$ cat src/rtl/serial_adder_pkg.sv
// Shared types and constants for the bit-serial adder.
package serial_adder_pkg;

    localparam int unsigned SERIAL_ADDER_WIDTH_DEF = 8;

    typedef enum logic [1:0] {
        IDLE  = 2'b00,
        SHIFT = 2'b01,
        DONE  = 2'b10
    } state_e;

endpackage

$ cat src/rtl/fa_bit.sv
// Combinational one-bit full adder cell.
module fa_bit (
    input  logic a,
    input  logic b,
    input  logic c_in,
    output logic sum,
    output logic c_out
);

    logic w_p;

    assign w_p   = a ^ b;
    assign sum   = w_p ^ c_in;
    assign c_out = (a & b) | (c_in & w_p);

endmodule

$ cat src/rtl/serial_adder.sv
// Bit-serial adder: one full-adder cell reused across WIDTH bits, LSB first.
// Optional signed-overflow output enabled by defining SERIAL_ADDER_OVF_EN.
module serial_adder
    import serial_adder_pkg::*;
#(
    parameter int unsigned WIDTH = SERIAL_ADDER_WIDTH_DEF
) (
    input  logic             clk,
    input  logic             rst,
    input  logic             start,
    input  logic [WIDTH-1:0] a,
    input  logic [WIDTH-1:0] b,
    input  logic             c_in,
    output logic             busy,
    output logic             done,
    output logic [WIDTH-1:0] sum,
    output logic             c_out
`ifdef SERIAL_ADDER_OVF_EN
    ,
    output logic             ovf
`endif
);

    localparam int unsigned CNT_W = (WIDTH > 1) ? $clog2(WIDTH) : 1;

    state_e             r_state;
    state_e             w_state_nxt;
    logic [WIDTH-1:0]   r_a;
    logic [WIDTH-1:0]   r_b;
    logic [WIDTH-1:0]   r_psum;
    logic               r_carry;
    logic [CNT_W-1:0]   r_cnt;
    logic               r_busy;
    logic               r_done;
    logic [WIDTH-1:0]   r_sum;
    logic               r_c_out;
    logic               w_fa_sum;
    logic               w_fa_cout;
    logic               w_last;

    fa_bit u_fa_bit (
        .a     (r_a[0]),
        .b     (r_b[0]),
        .c_in  (r_carry),
        .sum   (w_fa_sum),
        .c_out (w_fa_cout)
    );

    assign w_last = (r_cnt == CNT_W'(WIDTH - 1));

    // Next-state logic
    always_comb begin
        w_state_nxt = r_state;
        case (r_state)
            IDLE:    if (start)  w_state_nxt = SHIFT;
            SHIFT:   if (w_last) w_state_nxt = DONE;
            DONE:    w_state_nxt = IDLE;
            default: w_state_nxt = IDLE;
        endcase
    end

    always_ff @(posedge clk or posedge rst) begin
        if (rst) r_state <= IDLE;
        else     r_state <= w_state_nxt;
    end

    // Datapath and registered status; result registers only move on the last bit
    always_ff @(posedge clk or posedge rst) begin
        if (rst) begin
            r_a     <= '0;
            r_b     <= '0;
            r_psum  <= '0;
            r_carry <= 1'b0;
            r_cnt   <= '0;
            r_busy  <= 1'b0;
            r_done  <= 1'b0;
            r_sum   <= '0;
            r_c_out <= 1'b0;
        end else begin
            r_busy <= (w_state_nxt == SHIFT);
            r_done <= (w_state_nxt == DONE);
            case (r_state)
                IDLE: begin
                    if (start) begin
                        r_a     <= a;
                        r_b     <= b;
                        r_carry <= c_in;
                        r_cnt   <= '0;
                    end
                end
                SHIFT: begin
                    r_a     <= r_a >> 1;
                    r_b     <= r_b >> 1;
                    r_psum  <= {w_fa_sum, r_psum[WIDTH-1:1]};
                    r_carry <= w_fa_cout;
                    if (w_last) begin
                        r_cnt   <= '0;
                        r_sum   <= {w_fa_sum, r_psum[WIDTH-1:1]};
                        r_c_out <= w_fa_cout;
                    end else begin
                        r_cnt   <= r_cnt + CNT_W'(1);
                    end
                end
                default: ;
            endcase
        end
    end

`ifdef SERIAL_ADDER_OVF_EN
    logic r_ovf;

    // Signed overflow: carry into the MSB differs from carry out of it
    always_ff @(posedge clk or posedge rst) begin
        if (rst)                           r_ovf <= 1'b0;
        else if (r_state == SHIFT && w_last) r_ovf <= r_carry ^ w_fa_cout;
    end

    assign ovf = r_ovf;
`endif

    assign busy  = r_busy;
    assign done  = r_done;
    assign sum   = r_sum;
    assign c_out = r_c_out;

endmodule

$ cat config.mk
export PLATFORM = sky130hd
export DESIGN_NAME = serial_adder
export DESIGN_NICKNAME = d
export VERILOG_FILES = /design/src/rtl/serial_adder_pkg.sv /design/src/rtl/fa_bit.sv /design/src/rtl/serial_adder.sv
export SDC_FILE = /design/constraint.sdc
export NUM_CORES = 1
export LEC_CHECK = 0
export CAP_MARGIN = 25
export CELL_PAD_IN_SITES_DETAIL_PLACEMENT = 0
export CELL_PAD_IN_SITES_GLOBAL_PLACEMENT = 2
export CORE_ASPECT_RATIO = 0.7
export CORE_MARGIN = 3
export CORE_UTILIZATION = 31
export CTS_BUF_LIST = sky130_fd_sc_hd__clkbuf_16
export DETAILED_ROUTE_END_ITERATION = 10
export GPL_TIMING_DRIVEN = 0
export PLACE_DENSITY_LB_ADDON = 0.1
export SYNTH_ARGS = -nofsm -noshare
export SYNTH_HDL_FRONTEND = slang
export SYNTH_SLANG_ARGS = --single-unit
$ cat constraint.sdc
create_clock -name clk -period 1.3 [get_ports clk]
set_input_delay 0.26 -clock clk [delete_from_list [all_inputs] [get_ports clk]]
set_output_delay 0.26 -clock clk [all_outputs]
set_load 0.01 [all_outputs]
Word level (Yosys, flattened, before mapping)
Cells that the tools add are included.
Widths: inputs -> output; s select.
{ "totals": {"register_bits": 41, "input_bits": 20, "output_inout_bits": 11, "elab_cells": 37} }
{ "op_classes": {"add_sub_neg": 1, "n_eq_ne": 5, "n_mux": 12, "n_bitwise": 5, "reduce_logical": 4} }
{ "op_table": {"columns": ["operator", "count"], "rows": [
  ["$pmux 8 s2", 2],
  ["$mux 8", 2],
  ["$mux 3", 2],
  ["$pmux 3 s2", 1],
  ["$eq 2x1->1 const B", 2],
  ["$mux 2", 2],
  ["$pmux 2 s2", 1],
  ["$reduce_and 2->1", 2],
  ["$add 3x1->3 const B", 1],
  ["$eq 3x3->1 const B", 1],
  ["$and 1x1->1", 2],
  ["$eq 2x2->1 const B", 1],
  ["$logic_not 2->1", 1],
  ["$ne 2x2->1 const B", 1],
  ["$pmux 1 s2", 1],
  ["$reduce_bool 2->1", 1],
  ["$xor 1x1->1", 2],
  ["$mux 1", 1],
  ["$or 1x1->1", 1]
]} }

Logic depth before layout (Yosys ltp)
Gate-level depths: netlist of run 1.
{ "depth": {"word_depth": 4, "mapped_depth": 6, "mapped_depth_nobuf": 5} }

Cells and area by module
A second synthesis of run 1 with hierarchy kept.
{ "unflattened": {"hier_cells": 156, "area_unflattened_um2": 1788.0} }
{ "modules_own_cells": {"columns": ["mod", "n_inst", "cells_each", "area_per_inst_um2", "seq_area_each_um2"], "rows": [
  ["serial_adder", 1, 155, 1767.9, 1001.0],
  ["fa_bit", 1, 1, 20.0, 0.0]
]} }

Worst setup path before layout of run 1
Ideal clock, no wire load.
{ "synth_timing": {"path_type": "register to register", "start": "reg r_cnt[0]", "end": "reg r_c_out, in the netlist c_out", "setup_time_ps": 125, "arrival_time_ps": 1269, "required_ps": 1175, "slack_ps": -93, "path_stages_with_launch": 6, "path_buffers": 0, "period_less_slack_ps": 1393, "path_cell_list": "dfrtp_1 > ha_1 > ha_1 > inv_1 > nor2_8 > mux2_2"} }
{ "synth_via": {"elab_chain_len": 2} }
{ "synth_rtl": {"columns": ["item", "line", "source"], "rows": [
  ["start: declaration", "serial_adder.sv:32", "logic [CNT_W-1:0] r_cnt;"],
  ["start signal: assignment", "serial_adder.sv:101", "r_cnt <= r_cnt + CNT_W'(1);"],
  ["$eq 3x3->1", "serial_adder.sv:49", "assign w_last = (r_cnt == CNT_W'(WIDTH - 1));"],
  ["$reduce_and 2->1 (no line)", null, null],
  ["end signal: assignment", "serial_adder.sv:99", "r_c_out <= w_fa_cout;"],
  ["end: declaration", "serial_adder.sv:36", "logic r_c_out;"]
]} }
No other way between the ends.
A chain may end at the register's enable or synchronous reset.

Worst setup path in the final report of run 1
{ "layout_timing": {"start": "reg r_cnt[0]", "end": "reg r_sum[5], in the netlist sum[5]"} }
{ "layout_via": {"elab_chain_len": 2} }
{ "layout_rtl": {"columns": ["item", "line", "source"], "rows": [
  ["$eq 3x3->1", "serial_adder.sv:49", null],
  ["$reduce_and 2->1 (no line)", null, null],
  ["end signal: assignment", "serial_adder.sv:98", "r_sum <= {w_fa_sum, r_psum[WIDTH-1:1]};"],
  ["end: declaration", "serial_adder.sv:35", "logic [WIDTH-1:0] r_sum;"]
]} }
No other way between the ends.

==> results.sh, run 1 <==
export IMPL_tritoncts_num_buffers=5
export IMPL_setup_cp_type="flop to flop"
export IMPL_yosys_warnings=0
export IMPL_critPathCapture="sum[5]"
export IMPL_post_route_drc_count=0
export IMPL_final_layout_size_suffix_gt1_share_pct=26.53
export IMPL_drv_cap=0
export IMPL_row_count=22
export IMPL_synthTopCellsByArea="dfrtp_1 (55%), mux2_2 (5.6%), nand2_1 (5.2%), nor3b_1 (3.3%), nor3_1 (2.5%)"
export IMPL_route_met2_wl_um=1909
export IMPL_port_buffer_count=30
export IMPL_final_hold_vio_count=0
export IMPL_critical_path_arrival_ns=1.57
export IMPL_vias_per_cell=4.776
export IMPL_reg2regPathDepth=6
export IMPL_p_total_mw=5.718
export IMPL_number_of_antenna_violating_nets_in_the_routed_design=0
export IMPL_buffer_levels_on_the_longest_clock_path=2
export IMPL_place_gp_congestion=0.7631
export IMPL_yosys_area_share_simple_pct=18.00
export IMPL_nNetsFinal=218
export IMPL_drt_iter0_drc=44
export IMPL_achievable_frequency_mhz=712.4
export IMPL_run_status="finished, violations left"
export IMPL_final_period_minus_worst_setup_slack_ns=1.404
export IMPL_initial_utilization_pct=33.29
export IMPL_timing_setup_tns_ns=-0.8964
export IMPL_area_delta_synth_final_pct=36.07
export IMPL_maxUsedRoutingLayer="met4"
export IMPL_cts_tree="yes"
export IMPL_cp_start_kind="flop"
export IMPL_power_density_nw_per_um2=2316
export IMPL_critical_path_slowest_cell="dfrtp_1"
export IMPL_die_w_um=97.44
export IMPL_synth_adder_area_share_pct=2.483
export IMPL_hp_class="primary input to async pin"
export IMPL_synth_flop_cell="dfrtp_1"
export IMPL_via_count=1280
export IMPL_yosys_top_cells_count="dfrtp_1 (40), nand2_1 (25), mux2_2 (9), nor3_1 (9)"
export IMPL_cts_num_sinks=40
export IMPL_worstPathMaxFanout=5
export IMPL_critPathRequiredTime_ns=1.47
export IMPL_max_slew_worst_pin_slew_ns=0.8326
export IMPL_clock_latency_on_the_worst_skew_pair_ns=0.28
export IMPL_irDropWorstVdd_mv=0.9948
export IMPL_first_pass_grt_wire_length_um=7162
export IMPL_worstSetupEndpointType="flop"
export IMPL_net_count_synth=177
export IMPL_syn_inst=154
export IMPL_avgSynthCellArea_sq_um=11.78
export IMPL_fillCellCount=534
export IMPL_number_of_iterations_in_the_first_detailed_routing_pass=4
export IMPL_synth_xor_area_share_pct=0
export IMPL_muxShareOfSynthArea_pct=5.586
export IMPL_die_h_um=70.01
export IMPL_cp_startpoint="r_cnt[0]"
export IMPL_synth_top_family_by_area="simple AND/OR/NAND/NOR gates"
export IMPL_synth_most_common_cell="dfrtp_1"
export IMPL_synth_async_sr_flop_share_pct=100.0
export IMPL_report_final_slew_viol_count=0
export IMPL_grt_ovfl_total=0
export IMPL_min_period_over_period_pct=108.0
export IMPL_dp_hpwl_um=2855
export IMPL_ioPinCount=31
export IMPL_grt_setup_unrepaired="yes"
export IMPL_fp_coreArea_sq_um=5450
export IMPL_met1Wirelength_um=2182
export IMPL_diodes=0
export IMPL_root_buffer="clkbuf_16"
export IMPL_reg_to_reg_slack_setup_ns=-0.10
export IMPL_grt_max_degree=41
export IMPL_antenna_found_initial=0
export IMPL_synth_enable_flop_cells=0
export IMPL_htreeDepth=2
export IMPL_synth_seq_cells=40
export IMPL_ff_latch_area_sq_um=1001
export IMPL_synth_compound_area_share_pct=13.66
export IMPL_timing_slew_headroom_pct=44.41
export IMPL_first_global_vias=1348
export IMPL_synth_area_leader_cell="dfrtp_1"
export IMPL_multi_input_comb_area_sq_um=795.8
export IMPL_yosysSeqAreaShare_pct=55.17
export IMPL_critPathMaxStageDelay_ns=0.36
export IMPL_reg2reg_to="sum[5]"
export IMPL_violations="negative setup slack"
export IMPL_static_leakage_power_nw=1.111
export IMPL_setup_violations_final=9
export IMPL_timing_critical_path_cells="ha_2, ha_4, inv_6, nor2_8, buf_12, mux2_2"
export IMPL_gr_usage_all_layers_pct=13.37
export IMPL_setup_slack_ns=-0.1036
export IMPL_netlist_area_leader_share_pct=55.17
export IMPL_worstReg2RegStart="r_cnt[0]"
export IMPL_finalWirelength_um=4326
export IMPL_wire_per_inst_um=16.14
export IMPL_cts_hold_buffers_added=0
export IMPL_fin_worst_skew_ns=0.001596
export IMPL_synth_cell_type_count=34
export IMPL_cts_clk_slew_worst_paths_ns=0.06
export IMPL_cell_area_synth_sq_um=1814
export IMPL_met3_length_um=186
export IMPL_fp_dieArea_sq_um=6821
==> kinds of logic (layout without fill, tap and decap cells) <==
kind of cell             Yosys count  count (layout)
AND/OR/NAND/NOR                   60              61
multiplexers                       9               9
flip-flops                        40              40
buffers and inverters             16              57
AO/OA/AOI/OAI                     26              26
adder cells (fa/ha/maj)            3               3
==> flip-flops by register name, indices dropped and copies added, names as in the netlist <==
register  flops
r_a           8
r_b           8
sum           8
r_psum        7
r_cnt         3
r_state       2
busy          1
c_out         1
done          1
r_carry       1
==> routing by layer <==
layer | GRT usage (%) | vias to the layer above
met4 | 3.687 | 0
met5 | 0 | -
li1 | - | 613
met3 | 4.192 | 5
met2 | 18.83 | 23
met1 | 19.62 | 639
==> per-stage QoR <==
stage / area [sq um] / std cells / setup WS (ns) / util [%] / hold WS, ns
after detailed placement: 2226 / 256 / -0.2969 / 40.84 / 0.4757
after CTS: 2439 / 268 / -0.1359 / 44.74 / 0.4902
after floorplan: 1836 / 154 / -0.02167 / - / 0.3926
after global placement: 2226 / 256 / -0.7863 / 40.84 / 0.4635
after global routing: 2469 / 268 / -0.1550 / 45.29 / 0.5130
final: 2469 / 268 / -0.1036 / 45.29 / 0.4723
==> power by group <==
part | leakage, nW | internal [mW] | switching [mW]
Clock | 0.0710 | 0.697 | 0.473
Combinational | 0.559 | 1.24 | 1.16
Sequential | 0.481 | 1.82 | 0.327
==> placed cells by master (no fill, tap or decap), types with 3 or more instances in the layout <==
cell / synthesis / routed
nand2_1: 25 / 24
inv_1: 6 / 4
nor3_2: 3 / 4
mux2_4: 0 / 6
a211oi_2: 3 / 3
nor3b_1: 8 / 6
clkdlybuf4s50_1: 0 / 18
nor3_1: 9 / 8
a22o_1: 3 / 3
nor2_1: 8 / 8
dlygate4sd2_1: 0 / 12
a2bb2oi_1: 4 / 4
dfrtp_1: 40 / 40
buf_6: 3 / 4
buf_4: 1 / 4
o22a_1: 4 / 4
clkbuf_16: 0 / 5
mux2_2: 9 / 3
==> worst min path at each step <==
stage,slack [ns],startpoint,endpoint,cells after the start
4_1_cts,0.49,r_psum[1],r_psum[1],2
6_report,0.47,rst,sum[0],2
3_3_place_gp,0.46,r_psum[1],r_psum[1],2
5_1_grt,0.51,r_psum[1],r_psum[1],2
2_1_floorplan,0.39,a[7],r_a[7],1
3_5_place_dp,0.48,r_psum[1],r_psum[1],2
==> worst max-delay path, delay by kind of cell, from the launching register on <==
family | cells | cell delay [ns]
buffers and inverters | 2 | 0.17
adders and majority gates | 2 | 0.34
muxes | 1 | 0.32
and+or+nand+nor | 1 | 0.09
DFF | 1 | 0.36
==> repair_timing <==
| action | in CTS | in global routing |
|---|---|---|
| gates cloned | 0 | 1 |
| gates resized for setup | 26 | 8 |
| setup endpoints to repair | 34 | 20 |
| buffers inserted | 5 | 0 |
| pin swaps | 2 | 3 |
==> layout make-up <==
cell class / instances / share of cell area, %
multi-input combinational: 99 / 32.24
buffer: 8 / 3.092
timing repair buffer: 35 / 13.74
sequential: 40 / 40.55
inverter: 6 / 1.115
tap: 72 / 3.649
clock buffer: 5 / 5.068
clock inverter: 3 / 0.5575
No activity file was read; power rests on OpenSTA's default activity.
==> run 2: changes to the inputs <==
TNS_END_PERCENT = 10   (was unset)
==> run 2 against run 1 <==
Against the previous run: clock skew up 0.0021 ns; die area unchanged; the run still ends with negative setup slack left; register-to-register slack about the same; sequential power about the same; critical path type unchanged; utilization down 0.25 points; critical path depth down 1; largest cell class unchanged; global-route usage down 0.28 points; worst hold slack better by 0.0081 ns.
==> results.sh, run 2 (same netlist as run 1, synthesis figures left out) <==
export IMPL_gr_usage_all_layers_pct=13.10
export IMPL_grt_setup_unrepaired="yes"
export IMPL_layout_commonest_cell="dfrtp_1"
export IMPL_final_hold_vio_count=0
export IMPL_fp_dieArea_sq_um=6821
export IMPL_setup_violations_final=10
export IMPL_buffer_levels_on_the_longest_clock_path=2
export IMPL_drt_iter0_drc=72
export IMPL_max_slew_worst_pin_slew_ns=0.8438
export IMPL_report_final_slew_viol_count=0
export IMPL_diodes=0
export IMPL_vias_per_cell=4.865
export IMPL_grt_max_degree=41
export IMPL_grt_ovfl_total=0
export IMPL_cp_start_kind="flop"
export IMPL_timing_hold_worst_path_depth=2
export IMPL_antenna_found_initial=0
export IMPL_clock_latency_on_the_worst_skew_pair_ns=0.28
export IMPL_first_pass_grt_wire_length_um=7107
export IMPL_fin_worst_skew_ns=0.003683
export IMPL_first_global_vias=1358
export IMPL_cts_clk_slew_worst_paths_ns=0.06
export IMPL_row_count=22
export IMPL_initial_utilization_pct=33.29
export IMPL_place_gp_congestion=0.7402
export IMPL_cts_tree="yes"
export IMPL_setup_cp_type="flop to flop"
export IMPL_nNetsFinal=216
export IMPL_wire_per_inst_um=15.87
export IMPL_die_h_um=70.01
export IMPL_critical_path_arrival_ns=1.58
export IMPL_ioPinCount=31
export IMPL_root_buffer="clkbuf_16"
export IMPL_critPathRequiredTime_ns=1.46
export IMPL_min_period_over_period_pct=108.7
export IMPL_p_total_mw=5.668
export IMPL_post_route_drc_count=0
export IMPL_number_of_antenna_violating_nets_in_the_routed_design=0
export IMPL_achievable_frequency_mhz=707.6
export IMPL_timing_slew_headroom_pct=43.67
export IMPL_critPathMaxStageDelay_ns=0.38
export IMPL_area_delta_synth_final_pct=35.31
export IMPL_tritoncts_num_buffers=5
export IMPL_setup_slack_ns=-0.1133
export IMPL_port_buffer_count=30
export IMPL_htreeDepth=2
export IMPL_number_of_iterations_in_the_first_detailed_routing_pass=5
export IMPL_timing_critical_path_cells="ha_2, ha_4, inv_8, nor2_4, mux2_2"
export IMPL_critical_path_slowest_cell="dfrtp_1"
export IMPL_finalWirelength_um=4222
export IMPL_mostFrequentLayoutCells="dfrtp_1 (40), nand2_1 (25), clkdlybuf4s50_1 (18), dlygate4sd2_1 (12), nor2_1 (8)"
export IMPL_die_w_um=97.44
export IMPL_power_density_nw_per_um2=2309
export IMPL_drv_cap=0
export IMPL_finalCoreUtilization_pct=45.04
export IMPL_via_count=1294
export IMPL_violations="negative setup slack"
export IMPL_fp_coreArea_sq_um=5450
export IMPL_worstSetupEndpointType="flop"
export IMPL_cts_hold_buffers_added=0
export IMPL_dp_hpwl_um=2761
export IMPL_cts_num_sinks=40
export IMPL_pre_cts_slack_ns=-0.3084
export IMPL_final_layout_size_suffix_gt1_share_pct=27.84
export IMPL_static_leakage_power_nw=1.099
export IMPL_worstPathMaxFanout=5
export IMPL_run_status="finished, violations left"
export IMPL_reg2regPathDepth=5
export IMPL_final_period_minus_worst_setup_slack_ns=1.413
export IMPL_irDropWorstVdd_mv=0.9560
export IMPL_hp_class="flop to flop"
## run 2: changes by cell type in the layout (fill, tap and decap cells not counted), moves of 2 or more
| cell | delta |
|---|---|
| nor3_1 | -3 |
| nor3_2 | +3 |
| buf_4 | -2 |
| clkbuf_4 | +2 |
| mux2_2 | +2 |
| mux2_4 | -2 |
## run 2: routing by layer
layer	vias up	track usage, %	routed length, um
met3	4	3.393	177
met2	30	18.91	1839
met1	644	19.62	2187
li1	616	-	-
met5	-	0	0
met4	0	2.765	17
## run 2: area by class of cell
class | instances | area [sq um]
Clock buffer | 5 | 125.1
Buffer | 10 | 91.34
Inverter | 6 | 30.03
Tap cell | 72 | 90.09
Sequential cell | 40 | 1001
Timing Repair Buffer | 31 | 292.8
Clock inverter | 3 | 13.76
Fill cell | 528 | 2995
Multi-Input combinational cell | 99 | 810.8
## run 2: through the flow
| stage | TNS [ns] | instance area [sq um] | std cells | hold slack, ns |
|---|---|---|---|---|
| after detailed placement | -10.91 | 2205 | 256 | 0.4654 |
| after global placement | -38.03 | 2205 | 256 | 0.4552 |
| after global routing | -1.800 | 2455 | 266 | 0.5189 |
| final | -0.8467 | 2455 | 266 | 0.4804 |
| after floorplan | -0.2549 | 1814 | 154 | 0.3926 |
| after CTS | -1.080 | 2394 | 266 | 0.4779 |
## run 2: path summary, 6_finish.rpt
check | start | end | slack, ns
max in group asynchronous | rst | r_b[4] | 0.28
hold / removal | r_psum[1] | r_psum[1] | 0.48
setup / recovery | r_cnt[0] | sum[5] | -0.11
hold reg to reg | r_psum[1] | r_psum[1] | 0.48
setup reg to reg | r_cnt[0] | sum[5] | -0.11
min in group asynchronous | rst | r_state[0] | 0.49
## run 2: where the power goes
group,internal [mW],switching (mW)
Sequential,1.82,0.333
Clock,0.696,0.462
Combinational,1.20,1.16
## run 2: what timing repair did
item | in CTS | in global routing
endpoints found under the hold margin | 0 | 0
gates resized for setup | 24 | 16
setup endpoints to repair | 32 | 24
cloned | 1 | 0
pin swaps | 3 | 2
setup buffers | 1 | 0
## run 2: worst max-delay path, delay by kind of cell (launching register included)
family | cells | cell delay [ns]
simple gates | 1 | 0.16
mux | 1 | 0.35
fa+ha+maj | 2 | 0.37
buf+inv | 1 | 0.05
flops | 1 | 0.38
==> run 3: changes to the inputs <==
CORE_MARGIN = 2   (was 3)
REMOVE_ABC_BUFFERS = 1   (was unset)
SLEW_MARGIN = 25   (was unset)
==> run 3 against run 2 <==
Against the previous run: clock skew is essentially flat; largest power group unchanged; die area shrank 4.9%; first-iteration DRC count decreased by 36%; clock power increased by 18%; register-to-register slack gained 0.02 ns; the run still ends with negative setup slack left; utilization fell by 0.070 points.
==> results.sh, run 3 (same netlist as run 1, synthesis figures left out) <==
export IMPL_port_buffer_count=30
export IMPL_cts_hold_buffers_added=0
export IMPL_setup_violations_final=9
export IMPL_grt_max_degree=25
export IMPL_cp_start_kind="flop"
export IMPL_use_met2_pct=21.39
export IMPL_grt_setup_unrepaired="yes"
export IMPL_max_slew_worst_pin_slew_ns=0.4580
export IMPL_placedInstanceArea_sq_um=2166
export IMPL_worstSetupEndpointType="flop"
export IMPL_timing_setup_tns_ns=-0.7758
export IMPL_layout_commonest_cell="dfrtp_1"
export IMPL_first_global_vias=1312
export IMPL_ff_latch_area_sq_um=1008
export IMPL_ioPinCount=31
export IMPL_number_of_antenna_violating_nets_in_the_routed_design=0
export IMPL_cts_clk_slew_worst_paths_ns=0.06
export IMPL_via_count=1299
export IMPL_root_buffer="clkbuf_16"
export IMPL_setup_cp_type="flop to flop"
export IMPL_pre_cts_slack_ns=-0.8374
export IMPL_finalWirelength_um=4425
export IMPL_dp_hpwl_um=2536
export IMPL_cell_area_after_layout_sq_um=2562
export IMPL_clock_latency_on_the_worst_skew_pair_ns=0.28
export IMPL_grt_util_met1_pct=21.37
export IMPL_cts_tree="yes"
export IMPL_final_period_minus_worst_setup_slack_ns=1.398
export IMPL_die_h_um=68.01
export IMPL_hp_class="primary input to async pin"
export IMPL_initial_utilization_pct=31.84
export IMPL_grt_ovfl_total=0
export IMPL_final_layout_size_suffix_gt1_share_pct=27.78
export IMPL_cp_startpoint="r_state[1]"
export IMPL_multi_input_comb_area_sq_um=840.8
export IMPL_gr_usage_all_layers_pct=14.69
export IMPL_min_period_over_period_pct=107.5
export IMPL_row_count=23
export IMPL_violations="negative setup slack"
export IMPL_fp_coreArea_sq_um=5698
export IMPL_fin_worst_skew_ns=0.003532
export IMPL_number_of_iterations_in_the_first_detailed_routing_pass=4
export IMPL_irDropWorstVdd_mv=0.8049
export IMPL_worstReg2RegStart="r_state[1]"
export IMPL_first_pass_grt_wire_length_um=7065
export IMPL_drv_cap=0
export IMPL_achievable_frequency_mhz=715.3
export IMPL_report_final_slew_viol_count=0
export IMPL_fillCellCount=541
export IMPL_static_leakage_power_nw=1.149
export IMPL_die_w_um=95.44
export IMPL_setup_slack_ns=-0.09804
export IMPL_layout_cells_non_filler=273
export IMPL_drt_iter0_drc=46
export IMPL_p_total_mw=6.005
export IMPL_power_density_nw_per_um2=2344
export IMPL_reg_to_reg_slack_setup_ns=-0.1
export IMPL_cts_num_sinks=40
export IMPL_post_place_cells=250
export IMPL_worstPathMaxFanout=6
export IMPL_vias_per_cell=4.758
export IMPL_wire_per_inst_um=16.21
export IMPL_area_delta_synth_final_pct=41.24
export IMPL_post_route_drc_count=0
export IMPL_timing_slew_headroom_pct=69.42
export IMPL_fp_dieArea_sq_um=6490
export IMPL_run_status="finished, violations left"
export IMPL_final_hold_vio_count=0
export IMPL_mostFrequentLayoutCells="dfrtp_1 (38), nand2_1 (25), clkdlybuf4s50_1 (18), dlygate4sd2_1 (11), buf_4 (10)"
export IMPL_diodes=0
export IMPL_htreeDepth=2
export IMPL_tritoncts_num_buffers=5
export IMPL_critPathRequiredTime_ns=1.46
export IMPL_global_route_usage_met3_pct=4.075
export IMPL_nNetsFinal=220
export IMPL_critical_path_arrival_ns=1.56
export IMPL_buffer_levels_on_the_longest_clock_path=2
export IMPL_antenna_found_initial=0
export IMPL_place_gp_congestion=0.6905
export IMPL_global_route_peak_usage_layer="met2"
## run 3: final timing paths
check                           cells after the start         end
worst max-delay path                                3       c_out
worst min-delay path                                2      sum[7]
worst max register to register                      3       c_out
worst min register to register                      2   r_psum[1]
max in group asynchronous                           3  r_state[0]
min in group clk                                    2   r_psum[1]
## run 3: report_power, final
part           switching (mW)  internal (mW)  total, mW
Sequential              0.407           1.84       2.24
Clock                   0.472          0.895       1.37
Combinational            1.13           1.27       2.40
## run 3: area by class of cell
cell class	instances	share of cell area, %
Clock buffer	5	4.883
Clock inverter	3	1.514
Inverter	6	1.172
Multi-Input combinational cell	100	32.81
Sequential cell	40	39.36
Tap cell	75	3.662
Timing Repair Buffer	44	16.60
## run 3: per-stage QoR
stage          util (%)  hold slack [ns]
3_3_place_gp      37.53           0.4562
4_1_cts           43.48           0.3167
3_5_place_dp      38.01           0.4733
5_1_grt           44.97           0.3386
2_1_floorplan         -           0.3927
6_report          44.97           0.3046
## run 3: critical path: stages (launching register included)
cell and delay, ns:
dfrtp_4 0.51, nand2b_4 0.22, nor2_4 0.21, mux2_2 0.35
## run 3: layer usage
layer,wire (um),share of wire (%)
met2,1937,44
met3,216,4.9
met4,35,0.79
met1,2236,51
met5,0,0
## run 3: timing repair
action,in CTS,in global routing
setup buffers,10,3
pin swaps,6,2
setup endpoints to repair,51,31
gates resized for setup,34,10
cloned,1,1
